File: config.mk
export PLATFORM = sky130hd
export DESIGN_NAME = elevator_controller
export DESIGN_NICKNAME = d
export VERILOG_FILES = /design/src/rtl/elevator_pkg.sv /design/src/rtl/elevator_timer.sv /design/src/rtl/elevator_controller.sv
export SDC_FILE = /design/constraint.sdc
export NUM_CORES = 1
export LEC_CHECK = 0
export BUFFER_PORTS_ARGS = -buffer_cell sky130_fd_sc_hd__buf_2
export CAP_MARGIN = 20
export CELL_PAD_IN_SITES_DETAIL_PLACEMENT = 1
export CELL_PAD_IN_SITES_GLOBAL_PLACEMENT = 2
export CORE_ASPECT_RATIO = 0.5
export CORE_MARGIN = 4
export CORE_UTILIZATION = 40
export CTS_BUF_LIST = sky130_fd_sc_hd__clkbuf_4
export DETAILED_ROUTE_END_ITERATION = 10
export PLACE_DENSITY = 0.88
export SLEW_MARGIN = 5
export SYNTH_ARGS = -nofsm -noshare
export SYNTH_HDL_FRONTEND = slang
export SYNTH_HIERARCHICAL = 1
export SYNTH_SLANG_ARGS = --single-unit
File: constraint.sdc
create_clock -name clk -period 7.9 [get_ports clk]
set_input_delay 0.79 -clock clk [delete_from_list [all_inputs] [get_ports clk]]
set_output_delay 0.79 -clock clk [all_outputs]
set_load 0.02 [all_outputs]
File: src/rtl/elevator_pkg.sv
// elevator_pkg: state encoding, direction codes and timer sizing shared by the elevator controller.
package elevator_pkg;
    localparam int FLOOR_W = 3;
    localparam logic DIR_UP = 1'b1;
    localparam logic DIR_DOWN = 1'b0;
    typedef enum logic [1:0] {
        ST_IDLE      = 2'd0,
        ST_MOVING    = 2'd1,
        ST_DOOR_OPEN = 2'd2
    } state_e;
    function automatic int timer_width(input int a, input int b);
        int m;
        m = a > b ? a : b;
        return m > 1 ? $clog2(m) : 1;
    endfunction
endpackage

File: src/rtl/elevator_timer.sv
// elevator_timer: loadable down-counter that saturates at zero; shared by travel and door phases.
module elevator_timer #(
    parameter int W = 2
) (
    input  logic         clk,
    input  logic         rst_n,
    input  logic         load_i,
    input  logic [W-1:0] load_val_i,
    input  logic         en_i,
    output logic         zero_o
);
    logic [W-1:0] cnt_q;
    always_ff @(posedge clk) begin
        if (!rst_n) cnt_q <= '0;
        else if (load_i) cnt_q <= load_val_i;
        else if (en_i && cnt_q != '0) cnt_q <= cnt_q - 1'b1;
    end
    assign zero_o = cnt_q == '0;
endmodule

File: src/rtl/elevator_controller.sv
// elevator_controller: latches floor calls and serves them with a collective (SCAN) policy,
// timing floor-to-floor travel and door dwell with a single shared down-counter.
module elevator_controller
    import elevator_pkg::*;
#(
    parameter int NUM_FLOORS    = 8,
    parameter int TRAVEL_CYCLES = 50000000,
    parameter int DOOR_CYCLES   = 100000000
) (
    input  logic                  clk,
    input  logic                  rst_n,
    input  logic [NUM_FLOORS-1:0] call_req,
    output logic [FLOOR_W-1:0]    current_floor,
    output logic                  direction,
    output logic                  open,
    output logic                  moving,
    output logic [NUM_FLOORS-1:0] pending
);
    localparam int TW = timer_width(TRAVEL_CYCLES, DOOR_CYCLES);
    localparam logic [TW-1:0] TRAVEL_LOAD = TW'(TRAVEL_CYCLES - 1);
    localparam logic [TW-1:0] DOOR_LOAD = TW'(DOOR_CYCLES - 1);

    state_e                state_q, state_d;
    logic [FLOOR_W-1:0]    floor_q, floor_d, step_floor, ref_floor;
    logic                  dir_q, dir_d, open_q, moving_q;
    logic [NUM_FLOORS-1:0] pend_q, pend_d, at, above, below, req, view;
    logic                  hit, up_req, dn_req, ahead, behind, door_call;
    logic                  t_load, t_zero;
    logic [TW-1:0]         t_val;

    elevator_timer #(.W(TW)) u_timer (
        .clk        (clk),
        .rst_n      (rst_n),
        .load_i     (t_load),
        .load_val_i (t_val),
        .en_i       (state_q != ST_IDLE),
        .zero_o     (t_zero)
    );

    always_comb begin
        step_floor = dir_q == DIR_UP ? floor_q + 1'b1 : floor_q - 1'b1;
        // While moving, every mask is taken relative to the floor being arrived at
        ref_floor = state_q == ST_MOVING ? step_floor : floor_q;
        for (int i = 0; i < NUM_FLOORS; i++) begin
            at[i] = i == int'(ref_floor);
            above[i] = i > int'(ref_floor);
            below[i] = i < int'(ref_floor);
        end
        door_call = state_q == ST_DOOR_OPEN && |(call_req & at);
        req = pend_q | (call_req & ~(state_q == ST_DOOR_OPEN ? at : '0));
        view = state_q == ST_MOVING ? req : pend_q;
        hit = |(view & at);
        up_req = |(view & above);
        dn_req = |(view & below);
        ahead = dir_q == DIR_UP ? up_req : dn_req;
        behind = dir_q == DIR_UP ? dn_req : up_req;
        state_d = state_q;
        floor_d = floor_q;
        dir_d = dir_q;
        pend_d = req;
        t_load = 1'b0;
        t_val = TRAVEL_LOAD;
        if (state_q == ST_IDLE) begin
            if (hit) begin
                state_d = ST_DOOR_OPEN;
                pend_d = req & ~at;
                t_load = 1'b1;
                t_val = DOOR_LOAD;
            end else if (ahead || behind) begin
                state_d = ST_MOVING;
                dir_d = ahead ? dir_q : (dir_q == DIR_UP ? DIR_DOWN : DIR_UP);
                t_load = 1'b1;
            end
        end else if (state_q == ST_MOVING) begin
            if (t_zero) begin
                floor_d = step_floor;
                if (hit) begin
                    state_d = ST_DOOR_OPEN;
                    pend_d = req & ~at;
                    t_load = 1'b1;
                    t_val = DOOR_LOAD;
                end else if (ahead) t_load = 1'b1;
                else state_d = ST_IDLE;
            end
        end else begin
            // A call at the open floor keeps the door open instead of queueing a revisit
            if (door_call) begin
                t_load = 1'b1;
                t_val = DOOR_LOAD;
            end else if (t_zero) state_d = ST_IDLE;
        end
    end

    always_ff @(posedge clk) begin
        if (!rst_n) begin
            state_q <= ST_IDLE;
            floor_q <= '0;
            dir_q <= DIR_UP;
            open_q <= 1'b0;
            moving_q <= 1'b0;
            pend_q <= '0;
        end else begin
            state_q <= state_d;
            floor_q <= floor_d;
            dir_q <= dir_d;
            open_q <= state_d == ST_DOOR_OPEN;
            moving_q <= state_d == ST_MOVING;
            pend_q <= pend_d;
        end
    end

    assign current_floor = floor_q;
    assign direction = dir_q;
    assign open = open_q;
    assign moving = moving_q;
    assign pending = pend_q;
endmodule

==> impl_metrics.ini <==
[pwr]
p_per_area_nw_per_um2 = 366
vdd_ir_drop_max_mv = 0.123
leakagePower_uw = 0.00114

[placement]
numPortBuffers = 23
place_congestion = 0.977
dp_hpwl_um = 6570

[floorplanning]
coreArea_um2 = 6940
rows = 21
start_util = 0.428
fp.dieH_um = 68.9
die-width_um = 130
dieArea_um2 = 8950
ios = 24

[timing]
fin_crit_ns = 4.17
final.period_utilization = 0.527
fmax_mhz = 240
hold_violations = 0
rsz0062_at_grt = no
finalMaxSlewViolations = 0
fin_worst_skew_ns = 0.0107
setup_viol = 0
tightest_slew_ns = 0.807
hold_ws_ns = 0.533
maxSlewHeadroom = 0.461
tns_ns = 0

[clock_tree]
cts_setup_buffers = 0
postCtsHoldBufs = 0
cts.sinks = 43
cts_max_level = 2
root_buffer = clkbuf_4
clk_latency_ns = 0.38
cts_tree = built
cts_resized = 0
clkTransAtPathRegs_ns = 0.13
clk_path_buf_depth = 2
numCtsBuffers = 5

[setup_path]
worstSetupPathType = flip-flop to flip-flop
critPathSlowestCell = dfxtp_1
path_max_fanout = 43
critPathBufInv = 3
path_delay_family = compound AO/OA/AOI/OAI gates
crit_arrival_ns = 4.47
max_stage_delay_ns = 0.47
start_kind = flip-flop
crit_required_ns = 8.21
cp-end-kind = flip-flop
path_cells = inv_1, fa_1, xor2_2, or3_4, nand2_2, mux2_2, a211o_1, nor2_2, a21oi_1, a21o_1, inv_1, buf_4, o21ai_0, a211oi_1
crit_top_cell = inv_1

[route]
drt_iter0_markers = 244
vias = 3059
ant_nets = 0
drt_pre_antenna_iters = 4
drc_errors = 0
drt-wirelength-per-cell_um = 18.3
via_per_inst = 6.09
routed_wl_um = 9180

[global_routing]
grt_max_degree = 44
overflow = 0
gr-usage-all-layers = 0.217
grt_pass1_wl_um = 15200
antenna_found_initial = 0
grt_pass1_vias = 3000

[synthesis]
synth_cells = 381
synth-seq-cells = 43
ys.flop_type = dfxtp_1
async_flop_share = 0
yosys.area.top_type = dfxtp_1
synth_top_cell_area_share = 0.290
yosys_warnings = 6
syn_area_um2 = 2970
ys_seq_area_frac = 0.290
syn_avg_cell_area_um2 = 7.80
synth_area_leaders = dfxtp_1 29%, o21ai_0 7.6%, a21oi_1 4.9%
synth_edf_count = 0
synth_cell_types = 69

[final_layout]
layout_common_cells = 45 x o21ai_0, 43 x dfxtp_1, 29 x a21oi_1, 23 x buf_2, 22 x nor2_1
n_antenna_cell = 0
final_nets = 421
final_core_util = 0.468
final_layout_size_suffix_gt1_frac = 0.127
final_common_cell = o21ai_0
nFillCells = 889
syn2layout_area_growth_pct = 9.18

[run_status]
outcome = finished, final reports clean

[worst_hold_path]
worst_hold_path_type = flip-flop to flip-flop

[run]
maxCapViolations = 0
-- kinds of logic (layout without fill, tap and decap cells) --
family                     count (synthesis)  count (layout)  share of synthesized area
AOI/OAI and AO/OA                        151             151                      0.329
and+or+nand+nor                          134             134                      0.265
DFF                                       43              43                      0.290
buffers and inverters                     30              43                     0.0425
xor gates and xnor gates                  14              14                     0.0438
muxes                                      5               5                     0.0173
adders and majority gates                  2               2                     0.0110
other                                      2              18                    0.00253
-- per-stage QoR --
stage | total power (µW) | setup WS, ns | instance area, µm² | instances
after CTS | 1190 | 3.71 | 3240 | 502
after global placement | 1040 | 3.83 | 3190 | 494
final | 1190 | 3.73 | 3240 | 502
after global routing | 1300 | 3.31 | 3240 | 502
after detailed placement | 1070 | 3.72 | 3190 | 494
after floorplan | 899 | 4.12 | 3030 | 397
-- worst register-to-register path, cell delays in order, from the launching register on --
cell and delay [ns]:
dfxtp_1 0.47, inv_1 0.13, fa_1 0.42, xor2_2 0.20, or3_4 0.37, nand2_2 0.19
mux2_2 0.37, a211o_1 0.34, nor2_2 0.18, a21oi_1 0.16, a21o_1 0.41, inv_1 0.12
buf_4 0.35, o21ai_0 0.16, a211oi_1 0.23
-- metal layers --
metal  track usage  vias up  share of wire  routed length [µm]
met1         0.285     1487           0.49                4470
met3        0.0462       14          0.043                 396
met2         0.363       57           0.46                4180
met4        0.0661        0          0.014                 131
met5             0        -              0                   0
li1              -     1501              -                   -
-- cell usage after synthesis (all sizes together) (3+ instances only) --
master	number
a211oi	5
a21boi	7
a21oi	29
a311oi	8
a31oi	13
and2	4
and3	4
buf	8
clkbuf	13
dfxtp	43
inv	9
mux2i	4
nand2	20
nand2b	7
nand3	7
nand4	10
nor2	23
nor2b	7
nor3	14
nor3b	5
nor4	3
o21a	4
o21ai	46
o22ai	5
o31a	3
o31ai	10
or3	10
or4	9
xnor2	12
-- path summary, 6_finish.rpt --
check / from / end / slack, ns / cells after the start
setup / recovery: direction / u_timer/cnt_q[18] / 3.73 / 14
hold reg to reg: u_timer/cnt_q[9] / u_timer/cnt_q[9] / 0.53 / 2
hold / removal: u_timer/cnt_q[9] / u_timer/cnt_q[9] / 0.53 / 2
setup reg to reg: direction / u_timer/cnt_q[18] / 3.73 / 14
-- sequential cells by signal, summed over array words and instances, names as in the netlist --
| signal | count |
|---|---|
| current_floor | 3 |
| moving | 1 |
| state_q | 2 |
| open | 1 |
| pending | 8 |
| direction | 1 |
| u_timer/cnt_q | 27 |
-- power breakdown --
part	switching (µW)	leakage [µW]	internal [µW]
registers	90.3	0.000357	295
clock network	79.6	0.0000307	36.5
logic	449	0.000757	236
-- layout make-up --
type | instances | area, µm² | area share
Multi-Input combinational cell | 324 | 2040 | 0.630
Sequential cell | 43 | 861 | 0.265
Timing Repair Buffer | 26 | 138 | 0.0424
Tap cell | 92 | 115 | 0.0355
Clock buffer | 6 | 45.0 | 0.0139
Inverter | 9 | 33.8 | 0.0104
Clock inverter | 2 | 7.51 | 0.00231
(Power assumes the default switching activity.)
